`config.mk`:
```
export PLATFORM = sky130hd
export DESIGN_NAME = pipe_control
export DESIGN_NICKNAME = d
export VERILOG_FILES = /design/src/rtl/pipe_control.sv
export SDC_FILE = /design/constraint.sdc
export NUM_CORES = 1
export LEC_CHECK = 0
export ABC_AREA = 1
export ABC_CLOCK_PERIOD_IN_PS = 2200
export CAP_MARGIN = 20
export CORE_UTILIZATION = 26
export DETAILED_ROUTE_END_ITERATION = 8
export MAX_ROUTING_LAYER = met4
export PLACE_DENSITY = 0.53
export SYNTH_ARGS = -nofsm -noshare
export SYNTH_HDL_FRONTEND = slang
export SYNTH_SLANG_ARGS = --single-unit
export TNS_END_PERCENT = 10
```
`constraint.sdc`:
```
create_clock -name i_clk -period 2.2 [get_ports i_clk]
set_input_delay 0.55 -clock i_clk [delete_from_list [all_inputs] [get_ports i_clk]]
set_output_delay 0.55 -clock i_clk [all_outputs]
set_load 0.02 [all_outputs]
```
`src/rtl/pipe_control.sv`:
```
// Pipeline control for a 5-stage RV32I core: carries decoded control through
// ID/EX, EX/MEM and MEM/WB, resolves stalls, flushes and bypass selects.
module pipe_control #(
  parameter int CTRL_W     = 16,
  parameter int REG_AW     = 5,
  parameter int FORWARDING = 1
) (
  input  logic              i_clk,
  input  logic              i_rst_n,
  input  logic              i_id_valid,
  input  logic [REG_AW-1:0] i_id_rs1,
  input  logic [REG_AW-1:0] i_id_rs2,
  input  logic              i_id_use_rs1,
  input  logic              i_id_use_rs2,
  input  logic [REG_AW-1:0] i_id_rd,
  input  logic              i_id_reg_write,
  input  logic              i_id_mem_read,
  input  logic              i_id_mem_write,
  input  logic [CTRL_W-1:0] i_id_ctrl,
  input  logic              i_ex_redirect,
  input  logic              i_dmem_ready,
  output logic              o_stall_if,
  output logic              o_flush_if,
  output logic              o_ex_valid,
  output logic [REG_AW-1:0] o_ex_rd,
  output logic              o_ex_reg_write,
  output logic              o_ex_mem_read,
  output logic              o_ex_mem_write,
  output logic [CTRL_W-1:0] o_ex_ctrl,
  output logic              o_mem_valid,
  output logic [REG_AW-1:0] o_mem_rd,
  output logic              o_mem_reg_write,
  output logic              o_mem_mem_read,
  output logic              o_mem_mem_write,
  output logic [CTRL_W-1:0] o_mem_ctrl,
  output logic              o_wb_valid,
  output logic [REG_AW-1:0] o_wb_rd,
  output logic              o_wb_reg_write,
  output logic [CTRL_W-1:0] o_wb_ctrl,
  output logic [1:0]        o_fwd_a,
  output logic [1:0]        o_fwd_b,
  output logic [31:0]       o_stall_cnt
);

  typedef struct packed {
    logic              valid;
    logic [REG_AW-1:0] rd;
    logic              reg_write;
    logic              mem_read;
    logic              mem_write;
    logic [CTRL_W-1:0] ctrl;
    logic [REG_AW-1:0] rs1;
    logic [REG_AW-1:0] rs2;
    logic              use_rs1;
    logic              use_rs2;
  } idex_t;

  typedef struct packed {
    logic              valid;
    logic [REG_AW-1:0] rd;
    logic              reg_write;
    logic              mem_read;
    logic              mem_write;
    logic [CTRL_W-1:0] ctrl;
  } exmem_t;

  typedef struct packed {
    logic              valid;
    logic [REG_AW-1:0] rd;
    logic              reg_write;
    logic [CTRL_W-1:0] ctrl;
  } memwb_t;

  idex_t       ex_q, ex_d, id_pkt;
  exmem_t      mem_q, mem_d;
  memwb_t      wb_q, wb_d;
  logic [31:0] stall_cnt_q, stall_cnt_d;

  logic       mem_stall, redirect, data_hazard, hazard_raw;
  logic       ex_hit, mem_hit, wb_hit;
  logic [1:0] fwd_a, fwd_b;

  // x0 is hard-wired zero, so a producer writing it is never a real dependency.
  function automatic logic prod_match(input logic v, input logic rw,
                                      input logic [REG_AW-1:0] rd,
                                      input logic [REG_AW-1:0] src,
                                      input logic use_src);
    return v && rw && (rd != '0) && (rd == src) && use_src;
  endfunction

  assign ex_hit  = prod_match(ex_q.valid, ex_q.reg_write, ex_q.rd, i_id_rs1, i_id_use_rs1)
                || prod_match(ex_q.valid, ex_q.reg_write, ex_q.rd, i_id_rs2, i_id_use_rs2);
  assign mem_hit = prod_match(mem_q.valid, mem_q.reg_write, mem_q.rd, i_id_rs1, i_id_use_rs1)
                || prod_match(mem_q.valid, mem_q.reg_write, mem_q.rd, i_id_rs2, i_id_use_rs2);
  assign wb_hit  = prod_match(wb_q.valid, wb_q.reg_write, wb_q.rd, i_id_rs1, i_id_use_rs1)
                || prod_match(wb_q.valid, wb_q.reg_write, wb_q.rd, i_id_rs2, i_id_use_rs2);

  generate
    if (FORWARDING != 0) begin : g_fwd
      // With bypass only a load in EX is too late to forward.
      assign hazard_raw = ex_hit && ex_q.mem_read;
      always_comb begin
        fwd_a = 2'b00;
        fwd_b = 2'b00;
        if (prod_match(mem_q.valid, mem_q.reg_write, mem_q.rd, ex_q.rs1, ex_q.use_rs1))
          fwd_a = 2'b01;
        else if (prod_match(wb_q.valid, wb_q.reg_write, wb_q.rd, ex_q.rs1, ex_q.use_rs1))
          fwd_a = 2'b10;
        if (prod_match(mem_q.valid, mem_q.reg_write, mem_q.rd, ex_q.rs2, ex_q.use_rs2))
          fwd_b = 2'b01;
        else if (prod_match(wb_q.valid, wb_q.reg_write, wb_q.rd, ex_q.rs2, ex_q.use_rs2))
          fwd_b = 2'b10;
      end
    end else begin : g_nofwd
      assign hazard_raw = ex_hit || mem_hit || wb_hit;
      assign fwd_a      = 2'b00;
      assign fwd_b      = 2'b00;
    end
  endgenerate

  assign mem_stall   = mem_q.valid && (mem_q.mem_read || mem_q.mem_write) && !i_dmem_ready;
  assign redirect    = !mem_stall && ex_q.valid && i_ex_redirect;
  assign data_hazard = !mem_stall && !redirect && i_id_valid && hazard_raw;

  always_comb begin
    id_pkt = '0;
    if (i_id_valid) begin
      id_pkt.valid     = 1'b1;
      id_pkt.rd        = i_id_rd;
      id_pkt.reg_write = i_id_reg_write;
      id_pkt.mem_read  = i_id_mem_read;
      id_pkt.mem_write = i_id_mem_write;
      id_pkt.ctrl      = i_id_ctrl;
      id_pkt.rs1       = i_id_rs1;
      id_pkt.rs2       = i_id_rs2;
      id_pkt.use_rs1   = i_id_use_rs1;
      id_pkt.use_rs2   = i_id_use_rs2;
    end
  end

  always_comb begin
    ex_d  = ex_q;
    mem_d = mem_q;
    wb_d  = wb_q;
    if (mem_stall) begin
      wb_d = '0;
    end else begin
      mem_d.valid     = ex_q.valid;
      mem_d.rd        = ex_q.rd;
      mem_d.reg_write = ex_q.reg_write;
      mem_d.mem_read  = ex_q.mem_read;
      mem_d.mem_write = ex_q.mem_write;
      mem_d.ctrl      = ex_q.ctrl;
      wb_d.valid      = mem_q.valid;
      wb_d.rd         = mem_q.rd;
      wb_d.reg_write  = mem_q.reg_write;
      wb_d.ctrl       = mem_q.ctrl;
      ex_d            = (redirect || data_hazard) ? idex_t'('0) : id_pkt;
    end
  end

  assign o_stall_if  = mem_stall || data_hazard;
  assign o_flush_if  = redirect;
  assign stall_cnt_d = (o_stall_if && (stall_cnt_q != 32'hFFFF_FFFF)) ? stall_cnt_q + 32'd1
                                                                      : stall_cnt_q;

  always_ff @(posedge i_clk or negedge i_rst_n) begin
    if (!i_rst_n) begin
      ex_q        <= '0;
      mem_q       <= '0;
      wb_q        <= '0;
      stall_cnt_q <= '0;
    end else begin
      ex_q        <= ex_d;
      mem_q       <= mem_d;
      wb_q        <= wb_d;
      stall_cnt_q <= stall_cnt_d;
    end
  end

  assign o_ex_valid      = ex_q.valid;
  assign o_ex_rd         = ex_q.rd;
  assign o_ex_reg_write  = ex_q.reg_write;
  assign o_ex_mem_read   = ex_q.mem_read;
  assign o_ex_mem_write  = ex_q.mem_write;
  assign o_ex_ctrl       = ex_q.ctrl;
  assign o_mem_valid     = mem_q.valid;
  assign o_mem_rd        = mem_q.rd;
  assign o_mem_reg_write = mem_q.reg_write;
  assign o_mem_mem_read  = mem_q.mem_read;
  assign o_mem_mem_write = mem_q.mem_write;
  assign o_mem_ctrl      = mem_q.ctrl;
  assign o_wb_valid      = wb_q.valid;
  assign o_wb_rd         = wb_q.rd;
  assign o_wb_reg_write  = wb_q.reg_write;
  assign o_wb_ctrl       = wb_q.ctrl;
  assign o_fwd_a         = fwd_a;
  assign o_fwd_b         = fwd_b;
  assign o_stall_cnt     = stall_cnt_q;

endmodule

```
# Word-level counts from Yosys, hierarchy flattened
# Cells that the tools add are included.
# W data, S select, Z words.
word_totals:
  reg_bits: 117
classes:
  n_eq_ne: 7
  reduce_logical: 37
  add_sub_neg: 1
  n_mux: 7
ops:
  columns: ["op", "count"]
  rows:
  - ["$mux W37", 2]
  - ["$add A32 B1 Y32 const B", 1]
  - ["$ne A32 B32 Y1 const B", 1]
  - ["$eq A5 B5 Y1", 6]
  - ["$logic_and A1 B1 Y1", 27]
  - ["$mux W23", 1]
  - ["$reduce_bool A5 Y1", 3]
  - ["$mux W2", 4]
  - ["$logic_or A1 B1 Y1", 4]
  - ["$logic_not A1 Y1", 3]

# Longest topological paths before layout
depth:
  ltp_word: 12
  ltp_mapped: 12
  depth_no_buf: 11

# Worst setup path after synthesis
# Ideal clock, no wire load.
synth_timing:
  path_type: "register to output"
  from: "reg mem_q, in the netlist o_mem_rd[0]"
  to: "out o_fwd_a[1]"
  path_stages_with_launch: 6
  arrival_time_ps: 1803
  required_ps: 1650
  path_slack_ps: -153
  path_cell_list: "dfrtp_1 -> inv_1 -> nand2_1 -> o211ai_1 -> nor4_1 -> nor2_1"
synth_between:
  elab_chain_cells: 5
  word_cells_on_any_way: 6
  classes_between: "eq/ne: 1; mux: 1; reduce/logical: 4"
synth_lines:
  columns: ["element", "line", "rtl"]
  rows:
  - ["start, declared", "75", "exmem_t mem_q, mem_d;"]
  - ["start signal, assigned", "175", "mem_q <= mem_d;"]
  - ["$reduce_bool A5 Y1", "88", "return v && rw && (rd != '0) && (rd == src) && use_src;"]
  - ["$logic_and A1 B1 Y1", "88", null]
  - ["$logic_and A1 B1 Y1 (*) (2 in series)", "88", null]
  - ["$mux W2 (*)", "105", "if (prod_match(mem_q.valid, mem_q.reg_write, mem_q.rd, ex_q.rs1, ex_q.use_rs1))"]
  - ["end, declared", "40", "output logic [1:0] o_fwd_a,"]
# Every way passes the cells marked *; elsewhere a longest branch is shown, timed or not.

# Worst setup path after layout
layout_timing:
  from: "reg mem_q, in the netlist o_mem_rd[0]"
  to: "out o_fwd_b[1]"
layout_between:
  elab_chain_cells: 5
  word_cells_on_any_way: 6
  classes_between: "eq/ne: 1; mux: 1; reduce/logical: 4"
layout_lines:
  columns: ["element", "line", "rtl"]
  rows:
  - ["$reduce_bool A5 Y1", "88", null]
  - ["$logic_and A1 B1 Y1", "88", null]
  - ["$logic_and A1 B1 Y1 (*) (2 in series)", "88", null]
  - ["$mux W2 (*)", "109", "if (prod_match(mem_q.valid, mem_q.reg_write, mem_q.rd, ex_q.rs2, ex_q.use_rs2))"]
  - ["end, declared", "41", "output logic [1:0] o_fwd_b,"]
# Marked as above.

==> metrics.sh <==
SYNTH_CELL_TYPES=34
BUFFERS_FROM_CLOCK_ROOT_TO_SINK_AT_MOST=2
CELLLEAKAGEPOWER_nW=4.234
CTS_H_TREE_DEPTH=4
CP_CELL_SEQUENCE='buf_6, nand2_2, o211ai_1, nor4_2, buf_4, nor2_2, buf_6'
CRIT_TOP_CELL='sky130_fd_sc_hd__buf_6'
FINAL_MIN_PERIOD_OVER_CLOCK_PERIOD=1.021
TIMING_WORST_SLEW_PIN_VALUE_NS=0.8086
CRITICAL_PATH.ENDPOINT_TYPE='primary output'
SLOWEST_DELAY_NS=0.40
FINAL_UTIL=0.3904
FINAL_COMMON_CELL='sky130_fd_sc_hd__nand2_1'
COUNT_OF_ANTENNA_VIOLATING_NETS_LEFT_AFTER_DETAILED_ROUTING=0
CHIPWIDTH_UM=154.7
WORSTREG2REGSTART='o_ex_rd[1]$_DFFE_PN0N_'
SYNTH_ENABLE_FLOP_CELLS=0
POWER-PER-CELL-AREA_mW_PER_MM2=781.7
DIE-AREA_SQ_MM=0.02392
MAXCAPVIOLCOUNT=0
INITIAL_UTILIZATION=0.2660
ANTENNA_FOUND_INITIAL=1
SYNTHTOLAYOUTAREAGROWTH_PCT=46.75
FP.DIEH_UM=154.7
STANDARD_CELL_ROWS=55
TIMING_WORST_SETUP_PATH_TYPE='register to primary output'
CRITPATHREQUIREDTIME_NS=1.65
CRITICAL_PATH.MAX_FANOUT=3
REPORT.FINAL.SETUP_VIOL=3
VDD_IR_DROP_MAX_V=0.0004316
FILLCELLCOUNT=2350
LAYOUT.CELLS.MOST_COMMON_LIST='sky130_fd_sc_hd__nand2_1, sky130_fd_sc_hd__clkdlybuf4s50_1, sky130_fd_sc_hd__dfrtp_1, sky130_fd_sc_hd__nor2_1, sky130_fd_sc_hd__buf_4'
GRT_START_MAX_NET_PINS=84
REPORTED_NET_SWITCHING_POWER_W=0.002112
CTS_NUM_SINKS=117
PLACE_CONGESTION=0.8881
DP.CELLS=1260
DRIVE_GT1_FRAC=0.1440
HP-CLASS='input pin to async pin'
SWITCHING_SHARE=0.3039
CRITPATHLAUNCH='o_mem_rd[0]$_DFFE_PN0N_'
FIN_TOTAL_PWR_W=0.006951
NUMCTSBUFFERS=17
TIMING.CRITICAL_PATH.FROM_TYPE='register'
NUMBER_OF_REGISTER_BITS_INFERRED_BY_SYNTHESIS=117
PWR-SHARE-COMB=0.210
SYN_INST_COUNT=789
BOUNDARYPINS=152
DETAILEDPLACEMENTHPWL_MM=13.33
CLK-INSERTION-DELAY-LATE_NS=0.41
TRITONCTS='done'
OVERFLOW=0
ASYNC_RESET_FF_FRAC=1.000
MIN_PERIOD_NS=2.246
SLEW-LIMIT-HEADROOM=0.4609
CP.BUFFERS_INVERTERS=3
RESULT_OF_THE_RUN='complete, but fails checks'
MAX_CLOCK_FREQ_MHz=445.2
GRT_FIRST_PASS_WIRELENGTH_MM=31.01
CRIT_FAMILY='buffers and inverters'
SHARE_CLK_OF_TOTAL_POWER=0.424
SYN-NUM-NETS=831
CTSROOTBUFFERMASTER='sky130_fd_sc_hd__clkbuf_16'
VIOLATIONS_IN_THE_FINAL_REPORTS='negative setup slack'
PWR-SHARE-SEQ=0.367
AVGVIACOUNTPERCELL=4.451
INSTANCES_NO_FILL=1300
YOSYS_MOST_USED_DFF='sky130_fd_sc_hd__dfrtp_1'
DRC_ERRORS=0
SYNTH_WARNINGS=0
DRT_PRE_ANTENNA_ITERS=6
ROUTE.DETAILED.WL_PER_INST_UM=14.48
FIRST_GLOBAL_VIAS=5714
GRT.TOTAL_USAGE=0.1712
FINCLKSKEW_NS=0.01068
CRIT_PATH_TOP_DELAY_CELL='sky130_fd_sc_hd__dfrtp_1'
WORST-ENDPOINT-ARRIVAL_NS=1.70
CELL_INTERNAL_PWR_W=0.004839
FINAL_CRITICAL_PATH_SETUP_SLACK_NS=-0.04608
SETUP_REPAIR_AFTER_GLOBAL_ROUTING_MISSED_ITS_MARGIN='yes'
SYNTH_AREA_PER_INST_SQ_UM=7.680
PORT_BUFFERS=151
SLEW_VIOLATIONS=0
REPORT.FINAL.HOLD_VIOL_COUNT=0
SETUP-TNS-FINAL_NS=-0.1153
DESIGN.CORE.AREA_SQ_MM=0.02278
WHS_NS=0.5104
DR.FIRST_ITER.DRC_COUNT=338
DRT_WL_TOTAL_MM=18.82
SYNTHESIS.AREA_SQ_MM=0.006060
SYNTH.YOSYS.SEQ_AREA_SHARE=0.4832
WORST_SETUP_HOLD_PATH_CLK_SLEW_NS=0.06
VIAS=5786
FIN_NETS=1015
[synthesized netlist by cell type (all sizes together) (9+ instances only)]
master,n,area [sq um]
nand2,305,1155
dfrtp,117,2928
nor2,91,361.6
inv,55,209.0
nand3,44,237.7
nand4,44,275.3
buf,37,262.8
o21ai,27,146.4
clkbuf,15,56.30
nand3b,14,108.9
xor2,14,122.6
xnor2,9,78.83
[area by class of cell]
cell class | instances | area, sq um | share of cell area
diodes | 1 | 2.502 | 0.0002814
clock buffers | 17 | 425.4 | 0.04784
clock inverters | 15 | 193.9 | 0.02181
inverters | 55 | 209.0 | 0.02350
multi-input cells | 565 | 2670 | 0.3003
flip-flops and latches | 117 | 2934 | 0.3300
well taps | 313 | 391.6 | 0.04404
repair buffers | 217 | 2066 | 0.2323
[worst paths after layout]
check / endpoint / slack [ns] / depth (start not counted)
worst max-delay path: o_fwd_b[1] / -0.05 / 7
worst min-delay path: o_stall_cnt[7]$_DFFE_PN0P_ / 0.51 / 2
worst max register to register: o_stall_cnt[16]$_DFFE_PN0P_ / 0.18 / 13
worst min register to register: o_wb_ctrl[4]$_DFF_PN0_ / 0.51 / 2
max in group asynchronous: o_mem_rd[2]$_DFFE_PN0N_ / 1.09 / 3
min in group i_clk: o_wb_ctrl[4]$_DFF_PN0_ / 0.51 / 2
[worst reg2reg max path, delay by kind of cell, from the launching register on]
family,cells,cell delay [ns]
DFF,1,0.44
and+or+nand+nor,10,0.85
buffers and inverters,3,0.63
[flip-flops by register name, indices dropped and copies added, names as in the netlist, 5 cells and up]
signal       count
o_mem_ctrl      16
o_wb_ctrl       16
o_wb_rd          5
o_stall_cnt     32
o_ex_ctrl       16
o_mem_rd         5
ex_q            12
o_ex_rd          5
[metrics by stage]
step	instance area, sq um	setup slack [ns]
2_1_floorplan	6060	-0.1526
3_3_place_gp	8150	-0.6888
3_5_place_dp	8150	-0.7267
4_1_cts	8802	-0.1314
5_1_grt	8892	-0.1418
6_report	8892	-0.04608
[power by group through the flow]
stage / combinational (W) / sequential (W) / clock (W)
after detailed placement: 0.00144 / 0.00258 / 0
after floorplan: 0.000531 / 0.00272 / 0
after global placement: 0.00143 / 0.00259 / 0
final: 0.00146 / 0.00255 / 0.00294
after CTS: 0.00145 / 0.00255 / 0.00301
after global routing: 0.00159 / 0.00258 / 0.00313
[timing repair]
action / CTS / global route
hold buffers: 1 / 0
setup endpoints to repair: 39 / 36
buffers inserted: 4 / 2
endpoints found under the hold margin: 6 / 0
pin swaps: 11 / 13
resized for setup: 51 / 28
[layer usage]
| layer | global-route usage | vias to the layer above | routed length (um) |
|---|---|---|---|
| li1 | - | 2870 | - |
| met1 | 0.2233 | 2705 | 8628 |
| met2 | 0.2484 | 195 | 8276 |
| met3 | 0.06416 | 16 | 1690 |
| met4 | 0.04338 | 0 | 227 |
| met5 | - | - | 0 |
[cell families (layout without fill, tap and decap cells)]
logic type / Yosys count / in the layout / synth area share
buf+inv: 107 / 304 / 0.08714
compound gates: 36 / 36 / 0.03386
simple gates: 505 / 505 / 0.3605
xor+xnor: 23 / 23 / 0.03324
fa+ha+maj: 1 / 1 / 0.002065
flops: 117 / 117 / 0.4832
other cells: 0 / 1 / 0
Note: power is estimated with default switching activity, not from simulation.
